## config.mk

```make
export PLATFORM = sky130hd
export DESIGN_NAME = sha3_pad_tx
export DESIGN_NICKNAME = d
export VERILOG_FILES = /design/src/rtl/perm_pkg.sv /design/src/rtl/sha3_pad_tx.sv
export SDC_FILE = /design/constraint.sdc
export NUM_CORES = 1
export LEC_CHECK = 0
export CAP_MARGIN = 20
export CELL_PAD_IN_SITES_DETAIL_PLACEMENT = 2
export CELL_PAD_IN_SITES_GLOBAL_PLACEMENT = 2
export CORE_ASPECT_RATIO = 0.6
export CORE_MARGIN = 4
export CORE_UTILIZATION = 26
export CTS_CLUSTER_SIZE = 10
export DETAILED_ROUTE_END_ITERATION = 10
export GPL_ROUTABILITY_DRIVEN = 1
export PLACE_DENSITY_LB_ADDON = 0.08
export SETUP_SLACK_MARGIN = 0.05
export SYNTH_ARGS = -nofsm -noshare
export SYNTH_HDL_FRONTEND = slang
export SYNTH_SLANG_ARGS = --single-unit
```

## constraint.sdc

```tcl
create_clock -name clk -period 3.5 [get_ports clk]
set_input_delay 0.525 -clock clk [delete_from_list [all_inputs] [get_ports clk]]
set_output_delay 0.525 -clock clk [all_outputs]
set_load 0.03 [all_outputs]
```

## src/rtl/perm_pkg.sv

```systemverilog
// rtl/perm_pkg.sv - shared lane/state definitions and the pad10*1 lane helper
package perm_pkg;

  localparam int LANE_W = 64;
  localparam int NLANES = 25;

  typedef enum logic [1:0] {DATA, PADL, ZERO, CAP} state_e;

  // Keeps bytes below bcnt, writes dsuffix at byte bcnt, optionally closes the rate block.
  function automatic logic [LANE_W-1:0] pad_lane(input logic [LANE_W-1:0] din,
                                                 input logic [3:0]        bcnt,
                                                 input logic              is_last_rate,
                                                 input logic [7:0]        dsuffix);
    logic [LANE_W-1:0] r;
    r = '0;
    for (int k = 0; k < 8; k++) begin
      if (4'(k) < bcnt) begin
        r[8*k +: 8] = din[8*k +: 8];
      end else if (4'(k) == bcnt) begin
        r[8*k +: 8] = dsuffix;
      end
    end
    if (is_last_rate) begin
      r[LANE_W-1 -: 8] = r[LANE_W-1 -: 8] | 8'h80;
    end
    return r;
  endfunction

endpackage

```

## src/rtl/sha3_pad_tx.sv

```systemverilog
// rtl/sha3_pad_tx.sv - pads a byte-counted word stream into 25-lane SHA-3 states
module sha3_pad_tx
  import perm_pkg::*;
#(
  parameter int         RATE_LANES = 17,
  parameter logic [7:0] DSUFFIX    = 8'h06
) (
  input  logic              clk,
  input  logic              rst,
  input  logic              pushin,
  output logic              stopin,
  input  logic              lastin,
  input  logic [3:0]        bcntin,
  input  logic [LANE_W-1:0] din,
  output logic              pushout,
  input  logic              stopout,
  output logic              firstout,
  output logic              lastout,
  output logic [LANE_W-1:0] dout
);

  localparam logic [4:0]        LAST_RATE = 5'(RATE_LANES - 1);
  localparam logic [4:0]        LAST_LANE = 5'(NLANES - 1);
  localparam logic [LANE_W-1:0] PAD_END   = {8'h80, {(LANE_W-8){1'b0}}};
  localparam logic [LANE_W-1:0] PAD_START = {{(LANE_W-8){1'b0}}, DSUFFIX};

  state_e            state_q, state_d;
  logic [4:0]        lc_q, lc_d;
  logic              pad_q, pad_d;
  logic              pend_q, pend_d;
  logic              pushout_q, pushout_d;
  logic              firstout_q, firstout_d;
  logic              lastout_q, lastout_d;
  logic [LANE_W-1:0] dout_q, dout_d;

  logic              can_load, accept, illegal, eff_last, short_word;
  logic              at_last_rate, at_last_lane;
  logic              load, lane_pad;
  logic [LANE_W-1:0] lane;

  assign stopin       = (pushout_q & stopout) | (state_q != DATA);
  assign can_load     = ~pushout_q | ~stopout;
  assign accept       = pushin & ~stopin;
  assign illegal      = (bcntin > 4'd8) | ((bcntin < 4'd8) & ~lastin);
  assign eff_last     = lastin | illegal;
  assign short_word   = ~illegal & (bcntin < 4'd8);
  assign at_last_rate = (lc_q == LAST_RATE);
  assign at_last_lane = (lc_q == LAST_LANE);

  always_comb begin
    state_d    = state_q;
    lc_d       = lc_q;
    pad_d      = pad_q;
    pend_d     = pend_q;
    pushout_d  = pushout_q & stopout;
    firstout_d = firstout_q;
    lastout_d  = lastout_q;
    dout_d     = dout_q;
    load       = 1'b0;
    lane       = '0;
    lane_pad   = 1'b0;

    unique case (state_q)
      DATA: begin
        if (accept) begin
          load = 1'b1;
          if (short_word) begin
            lane     = pad_lane(din, bcntin, at_last_rate, DSUFFIX);
            lane_pad = 1'b1;
            state_d  = at_last_rate ? CAP : ZERO;
          end else begin
            lane = din;
            // A full last word in the final rate lane pushes the pad into a fresh state.
            if (eff_last && at_last_rate) begin
              state_d = CAP;
              pend_d  = 1'b1;
            end else if (eff_last) begin
              state_d = PADL;
            end else begin
              state_d = at_last_rate ? CAP : DATA;
            end
          end
        end
      end
      PADL: begin
        if (can_load) begin
          load     = 1'b1;
          lane     = PAD_START | (at_last_rate ? PAD_END : '0);
          lane_pad = 1'b1;
          state_d  = at_last_rate ? CAP : ZERO;
        end
      end
      ZERO: begin
        if (can_load) begin
          load    = 1'b1;
          lane    = at_last_rate ? PAD_END : '0;
          state_d = at_last_rate ? CAP : ZERO;
        end
      end
      CAP: begin
        if (can_load) begin
          load = 1'b1;
          if (at_last_lane) begin
            state_d = pend_q ? PADL : DATA;
            pend_d  = 1'b0;
          end
        end
      end
      default: state_d = DATA;
    endcase

    if (load) begin
      pushout_d  = 1'b1;
      dout_d     = lane;
      firstout_d = (lc_q == 5'd0);
      lastout_d  = at_last_lane & (pad_q | lane_pad);
      lc_d       = at_last_lane ? 5'd0 : lc_q + 5'd1;
      pad_d      = at_last_lane ? 1'b0 : (pad_q | lane_pad);
    end
  end

  always_ff @(posedge clk) begin
    if (rst) begin
      state_q    <= DATA;
      lc_q       <= 5'd0;
      pad_q      <= 1'b0;
      pend_q     <= 1'b0;
      pushout_q  <= 1'b0;
      firstout_q <= 1'b0;
      lastout_q  <= 1'b0;
      dout_q     <= '0;
    end else begin
      state_q    <= state_d;
      lc_q       <= lc_d;
      pad_q      <= pad_d;
      pend_q     <= pend_d;
      pushout_q  <= pushout_d;
      firstout_q <= firstout_d;
      lastout_q  <= lastout_d;
      dout_q     <= dout_d;
    end
  end

  assign pushout  = pushout_q;
  assign firstout = firstout_q;
  assign lastout  = lastout_q;
  assign dout     = dout_q;

endmodule
```

==> flow_summary.json <==
{
  "track_usage_pct": 16.8,
  "clock-sinks": 76,
  "post-place-ws_ns": 0.796,
  "layout-drive-gt1-share_pct": 7.85,
  "clkLatencyLatePin_ns": 0.33,
  "synth_compound_area_share_pct": 26.5,
  "dp_hpwl_microns": 9100,
  "synth_flop_cell": "dfxtp_1",
  "yosysSeqAreaShare_pct": 46.6,
  "synthXorXnorAreaFrac_pct": 0.805,
  "required_ns": 2.97,
  "synthCells": 345,
  "yosys.area.top_type": "dfxtp_1",
  "max_stage_delay_ns": 0.68,
  "slew_headroom_pct": 24.3,
  "rsz0062_at_grt": "false",
  "cellPowerDensity_nw_per_um2": 685,
  "syn_area_per_cell_sq_um": 9.46,
  "drc": 0,
  "grt_max_degree": 36,
  "cts_resized": 0,
  "initial_core_util_pct": 26.8,
  "crit_chain": "clkdlybuf4s50_1 -> nand2_1 -> nand2_1 -> clkdlybuf4s50_1",
  "ys_types": 52,
  "drv_slew": 0,
  "cap_violations": 0,
  "htree_levels": 3,
  "areaGrowthSynthToFinish_pct": 56.5,
  "synth_area_sq_um": 3260,
  "crit_start": "stopout",
  "arrival_ns": 2.04,
  "worst_setup_path_end_kind": "primary output",
  "dr.pass1.iters": 6,
  "power.leakage_uw": 0.00182,
  "fin_ws_ns": 0.936,
  "hold_viol": 0,
  "netlist_top_cells_area": "dfxtp_1 (47%), a22oi_1 (11%), nor2_1 (6.4%)",
  "report.power.total_uw": 3500,
  "cts_buffer_depth": 2,
  "core-area_sq_um": 12200,
  "vias": 3209,
  "cts_made_buffers": 9,
  "grt_util_met3_pct": 8.24,
  "n_fill_cell": 1317,
  "met2_usage_pct": 26.8,
  "gp_congestion": 0.739,
  "synth_top_family_by_area": "compound AO/OA/AOI/OAI gates",
  "fmax_mhz": 390,
  "cts-root-buf": "clkbuf_16",
  "fp.dieW_microns": 153,
  "wl_microns": 12300,
  "r2r_start": "state_q[0]$_SDFFE_PP0P_",
  "cts_tree": "built",
  "grt_antenna_before_repair": 1,
  "num-nets-final": 559,
  "hold_buffers": 0,
  "ant_nets": 0,
  "post_cts_buffers": 0,
  "met1_usage_pct": 21.0,
  "busiest_layer": "met2",
  "hold_slack_ns": 0.455,
  "worstHoldStart": "dout[49]$_SDFFE_PP0P_",
  "setup_tns_ns": 0,
  "fp.dieH_microns": 94.8,
  "synth_fp_nets": 425,
  "path_class": "in -> out",
  "startpoint_type": "input pin",
  "yosys_warnings": 0,
  "drt_iter0_drc": 176,
  "ios": 141,
  "synthMuxAreaShare_pct": 0.613,
  "synth_edf_count": 0,
  "worst_slew_pin_slew_ns": 1.14,
  "synth-async-reset-ratio_pct": 0,
  "avgRoutedWirePerCell_microns": 18.9,
  "path_clk_slew_ns": 0.06,
  "io_buffers": 140,
  "synth.top_cell.area_share_pct": 46.6,
  "setup_viol": 0,
  "antenna_cells": 0,
  "yosys-top-cells-count": "dfxtp_1 (76), nor2_1 (56), a22oi_1 (47)",
  "ir_drop_mv": 0.225,
  "dieArea_sq_um": 14500,
  "grt_pass1_wl_microns": 19500,
  "vias_per_cell": 4.94,
  "clock-skew-final_ns": 0.00666,
  "synth_fa_ha_area_share_pct": 2.68,
  "crit_slowest_cell": "clkdlybuf4s50_1",
  "yosys.cell_count.top_type": "dfxtp_1",
  "hp-class": "reg -> reg",
  "run_status": "finished, final reports clean",
  "gr-total-overflow": 0,
  "grt_pass1_vias": 3607,
  "fin_crit_sh_pct": 73.3,
  "fin_crit_ns": 2.56,
  "synth_seq_cells": 76,
  "crit_path_max_fanout": 7,
  "yosys.area_share.simple_pct": 18.2,
  "rows": 31
}
-- worst max-delay path, delay by kind of cell --
kind,cells,cell delay (ns)
buf+inv,2,1.18
simple gates,2,0.33
-- final cells by class --
| type | instances | area [sq um] | area share, % |
|---|---|---|---|
| Clock buffer | 11 | 233 | 4.56 |
| Clock inverter | 5 | 85.1 | 1.67 |
| Inverter | 5 | 18.8 | 0.368 |
| Multi-Input combinational cell | 242 | 1600 | 31.2 |
| Sequential cell | 76 | 1520 | 29.8 |
| Tap cell | 165 | 206 | 4.04 |
| Timing Repair Buffer | 145 | 1450 | 28.3 |
-- registers in the layout (all words and copies together), names as in the netlist --
name,cells
dout,64
firstout,1
lastout,1
lc_q,5
pad_q,1
pend_q,1
pushout,1
state_q,2
-- per-layer routing --
layer	up-vias	share of wire, %
met1	1582	46
li1	1523	-
met5	-	0.11
met3	10	8.6
met2	92	44
met4	2	0.63
-- worst paths after layout --
kind | to | slack [ns] | cells past startpoint
worst min-delay path | dout[49]$_SDFFE_PP0P_ | 0.46 | 2
worst min register to register | dout[49]$_SDFFE_PP0P_ | 0.46 | 2
worst max register to register | dout[10]$_SDFFE_PP0P_ | 1.15 | 6
worst max-delay path | stopin | 0.94 | 4
-- per-stage QoR --
step / area, sq um / util (%) / std cells
6_report: 5110 / 41.9 / 649
5_1_grt: 5110 / 41.9 / 649
4_1_cts: 5110 / 41.9 / 649
3_5_place_dp: 4790 / 39.3 / 633
3_3_place_gp: 4790 / 39.3 / 633
2_1_floorplan: 3260 / - / 345
-- power breakdown --
part	total, uW	internal [uW]	switching, uW	leakage, uW
combinational	1390	546	845	0.00105
clock	1000	629	374	0.000150
sequential	1100	1010	92.5	0.000620
-- placed cells by master, fill, tap and decap left out, drive strengths merged, types with 6 or more instances in the layout --
cell type,count
nand3,6
nand2,26
ha,7
buf,6
clkdlybuf4s50,139
clkbuf,11
nor2,56
inv,6
a21oi,22
dfxtp,76
o21ai,20
a22oi,47
-- cell families after synthesis --
logic type | Yosys count
adders and majority gates | 7
buffers and inverters | 27
AOI/OAI and AO/OA | 114
DFF | 76
and+or+nand+nor | 116
xor gates and xnor gates | 3
muxes | 2
(Power assumes the default switching activity.)
